$ cat config.mk
export PLATFORM = sky130hd
export DESIGN_NAME = div_seq_flat
export DESIGN_NICKNAME = d
export VERILOG_FILES = /design/src/rtl/div_seq_if.sv /design/src/rtl/div_seq.sv /design/src/flat_wrapper.sv
export SDC_FILE = /design/constraint.sdc
export NUM_CORES = 1
export LEC_CHECK = 0
export ABC_AREA = 1
export ABC_CLOCK_PERIOD_IN_PS = 6000
export BUFFER_PORTS_ARGS = -buffer_cell sky130_fd_sc_hd__buf_2
export CORE_MARGIN = 1.5
export CORE_UTILIZATION = 61
export DETAILED_ROUTE_END_ITERATION = 8
export PLACE_DENSITY = 0.86
export SLEW_MARGIN = 20
export SYNTH_ARGS = -nofsm -noshare
export SYNTH_HDL_FRONTEND = slang
export SYNTH_SLANG_ARGS = --single-unit
$ cat constraint.sdc
create_clock -name clk -period 6 [get_ports clk]
set_input_delay 0.6 -clock clk [delete_from_list [all_inputs] [get_ports clk]]
set_output_delay 0.6 -clock clk [all_outputs]
set_load 0.1 [all_outputs]
$ cat src/rtl/div_seq_if.sv
// div_seq_if: start/done handshake and operand/result bundle for div_seq
interface div_seq_if #(parameter int N = 32);
  logic         start;
  logic         signed_op;
  logic [N-1:0] dividend;
  logic [N-1:0] divisor;
  logic         busy;
  logic         done;
  logic [N-1:0] quotient;
  logic [N-1:0] remainder;
  logic         div_by_zero;
  modport master (
    output start, signed_op, dividend, divisor,
    input  busy, done, quotient, remainder, div_by_zero
  );
  modport slave (
    input  start, signed_op, dividend, divisor,
    output busy, done, quotient, remainder, div_by_zero
  );
endinterface

$ cat src/rtl/div_seq.sv
// div_seq: radix-2 restoring divider, N+2 cycle latency, RISC-V DIV/REM semantics
module div_seq #(parameter int N = 32) (
  input logic       clk,
  input logic       rst,
  div_seq_if.slave  bus
);
  localparam int CW = $clog2(N);
  typedef enum logic [1:0] {IDLE, RUN, FIX} state_t;
  state_t       state;
  logic [N:0]   rem;
  logic [N-1:0] q;
  logic [N-1:0] dvs;
  logic [CW-1:0] cnt;
  logic         neg_q, neg_r, dz;
  logic         a_neg, b_neg;
  logic [N:0]   sh, diff;
  always_comb begin
    a_neg = bus.signed_op & bus.dividend[N-1];
    b_neg = bus.signed_op & bus.divisor[N-1];
    sh    = {rem[N-1:0], q[N-1]};
    diff  = sh - {1'b0, dvs};
  end
  // q holds the dividend magnitude and shifts quotient bits in from the bottom
  always_ff @(posedge clk or posedge rst) begin
    if (rst) begin
      state           <= IDLE;
      rem             <= '0;
      q               <= '0;
      dvs             <= '0;
      cnt             <= '0;
      neg_q           <= 1'b0;
      neg_r           <= 1'b0;
      dz              <= 1'b0;
      bus.busy        <= 1'b0;
      bus.done        <= 1'b0;
      bus.quotient    <= '0;
      bus.remainder   <= '0;
      bus.div_by_zero <= 1'b0;
    end else begin
      unique case (state)
        IDLE: begin
          bus.done <= 1'b0;
          bus.busy <= bus.start;
          if (bus.start) begin
            q     <= a_neg ? -bus.dividend : bus.dividend;
            dvs   <= b_neg ? -bus.divisor : bus.divisor;
            rem   <= '0;
            cnt   <= CW'(N - 1);
            dz    <= bus.divisor == '0;
            neg_q <= (a_neg ^ b_neg) & (bus.divisor != '0);
            neg_r <= a_neg;
            state <= RUN;
          end
        end
        RUN: begin
          rem   <= diff[N] ? sh : diff;
          q     <= {q[N-2:0], ~diff[N]};
          cnt   <= cnt - 1'b1;
          state <= cnt == '0 ? FIX : RUN;
        end
        FIX: begin
          // negating the remainder magnitude restores the original dividend on divide by zero
          bus.quotient    <= dz ? '1 : (neg_q ? -q : q);
          bus.remainder   <= neg_r ? -rem[N-1:0] : rem[N-1:0];
          bus.div_by_zero <= dz;
          bus.done        <= 1'b1;
          state           <= IDLE;
        end
        default: state <= IDLE;
      endcase
    end
  end
endmodule

$ cat src/flat_wrapper.sv
// flat-port wrapper written by rule: the top's interface ports become plain ports
module div_seq_flat 
#(parameter int N = 32)
  (clk, rst, bus_start, bus_signed_op, bus_dividend, bus_divisor, bus_busy, bus_done, bus_quotient, bus_remainder, bus_div_by_zero);
  div_seq_if #(.N(N)) bus_i ();
  input logic clk;
  input logic rst;
  input wire logic [$bits(bus_i.start)-1:0] bus_start;
  input wire logic [$bits(bus_i.signed_op)-1:0] bus_signed_op;
  input wire logic [$bits(bus_i.dividend)-1:0] bus_dividend;
  input wire logic [$bits(bus_i.divisor)-1:0] bus_divisor;
  output wire logic [$bits(bus_i.busy)-1:0] bus_busy;
  output wire logic [$bits(bus_i.done)-1:0] bus_done;
  output wire logic [$bits(bus_i.quotient)-1:0] bus_quotient;
  output wire logic [$bits(bus_i.remainder)-1:0] bus_remainder;
  output wire logic [$bits(bus_i.div_by_zero)-1:0] bus_div_by_zero;
  assign bus_i.start = bus_start;
  assign bus_i.signed_op = bus_signed_op;
  assign bus_i.dividend = bus_dividend;
  assign bus_i.divisor = bus_divisor;
  assign bus_busy = bus_i.busy;
  assign bus_done = bus_i.done;
  assign bus_quotient = bus_i.quotient;
  assign bus_remainder = bus_i.remainder;
  assign bus_div_by_zero = bus_i.div_by_zero;
  div_seq #(.N(N)) u_core (.clk(clk), .rst(rst), .bus(bus_i));
endmodule
==> results by group <==
Outcome
  • Outcome: completed

Worst setup path
  • Most numerous cell on the critical path: inv_1
  • Worst-path cell chain: inv_1, nor2_4, buf_4, inv_1, nor2_2, inv_1, o32ai_1, inv_1
  • Crit-path max FO: 58
  • Setup crit start kind: flip-flop
  • Worst setup path class: reg -> reg
  • Worst reg-to-reg setup slack: ~2.4 ns
  • Reg-to-Reg End: u_core.bus.quotient[2]
  • Data required time of the critical path: 6.32 ns
  • Critical Path Max Stage Delay: 1.00 ns
  • Slowest cell on the critical path: nor2_2
  • Start point of the critical path: u_core.state[1]
  • R2R depth: 8
  • Data arrival, critical path: approximately 4.0 ns
  • Kind of end point of the critical path: flip-flop
  • Source of the worst register-to-register timing path: u_core.state[1]

Yosys
  • Number of different library cells in the post-synthesis netlist: 50
  • Number of synthesized register bits: 173
  • Synthesized cell area: around 0.013 mm^2
  • Cells after Synth: between 2000 and 2500
  • Sequential element share of the synthesized area: between 30% and 40%
  • Post-Synthesis Mean Instance Area: around 6.4 um^2
  • Net count after synthesis: roughly 2100
  • Yosys warning count: 0

Clocking
  • Reg clk slew, reported paths: 0.07 ns
  • Number of sinks driven by the clock tree: 173
  • Post-CTS Hold Fix Bufs: 0
  • TritonCTS clock tree: done
  • Deepest clock path buffer count: 2
  • PostCTS Resize Cnt: 0
  • Total CTS buffers: 17
  • Worst skew pair latency: ~0.44 ns
  • Number of H-tree levels: 4
  • Master cell of the clock root buffer: clkbuf_16
  • Count of buffers added by post-CTS timing repair for setup: 0

Timing
  • Layout Skew: ~0.012 ns
  • Final period demand of the worst path: roughly 3.6 ns
  • Setup Total Neg Slack: 0 ns
  • Final Slew Violations: 0
  • Remaining max-slew budget at the tightest pin: approximately 30%
  • Final number of hold-violating endpoints: 0
  • Worst-Margin Slew: between 1 and 1.5 ns
  • Setup-violating endpoint count in the final report: 0
  • Unrepaired setup endpoints after global routing: false
  • Post-route worst hold slack: between 0.3 and 0.4 ns
  • Tcrit/Tclk final: about three fifths
  • Fmax: approximately 280 MHz
  • Least setup slack across all paths after layout: 2.367 ns

Drt
  • Number of remaining DRC errors: 0
  • Drt first pass iters: 6
  • Vias: ~13000
  • Mean routed wirelength per cell: between 10 and 15 um
  • Iteration-0 DRC count of the detailed router: 1497
  • Final ANT Viol Nets: 0
  • Total routed wirelength: 36080 um
  • Vias per inst: roughly 5.6

Layout
  • Post-route design area: approximately 0.014 mm^2
  • Post-layout utilization of the core: between 60% and 70%
  • Layout cell share with drive strength beyond 1: 10.27%
  • Non-filler instance count after layout: roughly 2400
  • Total area of multi-input combinational cells: roughly 0.0073 mm^2
  • Synth-to-layout area growth: 11.00%
  • Top library cells by usage in the layout, fill and taps aside: 644 x nand2_1, 294 x inv_1, 212 x nor2_1
  • Diode count: 0
  • Final-stage net count: between 2000 and 2500
  • Combined flip-flop and latch cell area: approximately 0.0043 mm^2
  • Number of inserted filler cells in the final layout: around 1900
  • Most common cell after layout, fill and taps aside: nand2_1

Power and ir drop
  • Worst ir drop on vdd: between 0.2 and 0.3 mV
  • Reported leakage power: about 7.6 nW
  • Post-route total power: 9.327 mW
  • Power per unit of standard cell area: around 640 mW/mm^2

Placed design
  • Final weighted congestion in routability-driven placement: between 0.9 and 1
  • Post-detailed-placement half-perimeter wirelength: roughly 28000 um
  • DP Worst Slack: roughly 2.4 ns
  • Number of buffer cells added on primary ports: 134
  • Area after DPL: between 0.01 and 0.015 mm^2
  • Placed cell count: between 2000 and 2500

Floorplan
  • FP Rows: between 50 and 60
  • Die Footprint: 0.02229 mm^2
  • Total I/O pin count: ~140
  • Chip height: 149.3 um
  • Starting utilization of the core area: between 60 and 70%
  • Core footprint: between 0.02 and 0.025 mm^2
  • Overall die width: ~150 um

GRT
  • Maximum number of pins on one net before global-route repair: 89
  • Wire length of the first global-routing pass: 58810 um
  • Via count of the first global-routing pass: approximately 12000
  • GRT Total Usage: 33.22%
  • Antenna violations before repair: 0
  • Remaining global-route overflow: 0

Min path
  • Worst min path class: in -> async

Job
  • Max capacitance violation total: 0
worst max-delay path by stage:
stage,end,slack [ns],depth (start not counted)
floorplan,u_core.bus.busy,0.71,1
global placement,u_core.bus.quotient[2],2.55,8
detailed placement,u_core.bus.quotient[2],2.42,8
CTS,u_core.bus.quotient[2],2.41,8
global route,u_core.bus.quotient[2],2.04,8
finish,u_core.bus.quotient[2],2.37,8
cells in the mapped netlist (all sizes together):
cell	number	share of area [%]
nand2	655	19
inv	304	8.7
nor2	225	6.8
nand3	200	7.8
dfrtp	173	33
o21ai	106	4.2
xor2	46	3.1
a21oi	41	1.7
clkbuf	40	1.1
ha	37	3.5
nand4	26	1.2
a22oi	25	1.4
a31oi	24	1.1
nor3	22	0.97
buf	19	0.86
nand3b	18	1.0
xnor2	14	0.94
o22ai	13	0.62
o21bai	6	0.34
or2	6	0.29
o211ai	5	0.29
o221ai	5	0.34
nor4	4	0.19
o31ai	4	0.23
a21o	2	0.11
and2	2	0.096
o21a	2	0.11
a21boi	1	0.058
clkinv	1	0.029
fa	1	0.15
o22a	1	0.067
o32ai	1	0.067
or3	1	0.048
registers in the layout, summed over array words and instances (netlist names):
name / count
u_core.neg_r: 1
u_core.state: 2
u_core.bus.remainder: 32
u_core.bus.quotient: 32
u_core.dvs: 32
u_core.q: 32
u_core.bus.done: 1
u_core.dz: 1
u_core.cnt: 5
u_core.bus.busy: 1
u_core.bus.div_by_zero: 1
u_core.rem: 32
u_core.neg_q: 1
per-layer routing:
metal | GRT usage, % | wire, um | part of all wire, %
met5 | 0 | 0 | 0
met4 | 9.307 | 710 | 2.0
met3 | 4.801 | 3713 | 10
met2 | 48.38 | 15040 | 42
met1 | 50.98 | 16620 | 46
final cells by class:
cell class                      count  share of cell area, %
Tap cell                          275                  2.374
Timing Repair Buffer              141                  5.016
Inverter                          305                  7.934
Clock inverter                     13                  1.105
Multi-Input combinational cell   1493                  50.66
Clock buffer                       18                  3.030
Sequential cell                   173                  29.88
critical path, delay by kind of cell (launching register included):
kind	cells	cell delay, ns
buf+inv	5	1.64
flops	1	0.44
simple gates	2	1.08
compound gates	1	0.33
kinds of logic after synthesis:
group / after synthesis / synth area share [%]
AO/OA/AOI/OAI: 236 / 10.69
AND/OR/NAND/NOR: 1159 / 37.64
flip-flops: 173 / 33.16
buffers and inverters: 364 / 10.78
adder cells (fa/ha/maj): 38 / 3.699
XOR/XNOR: 60 / 4.025
where the power goes:
| group | internal [mW] | switching (mW) | total [mW] | leakage, nW |
|---|---|---|---|---|
| sequential | 1.65 | 0.590 | 2.24 | 2.00 |
| clock | 0.634 | 0.514 | 1.15 | 0.293 |
| combinational | 1.82 | 4.12 | 5.94 | 5.27 |
| total | 4.11 | 5.22 | 9.33 | 7.57 |
Note: power is estimated with default switching activity, not from simulation.
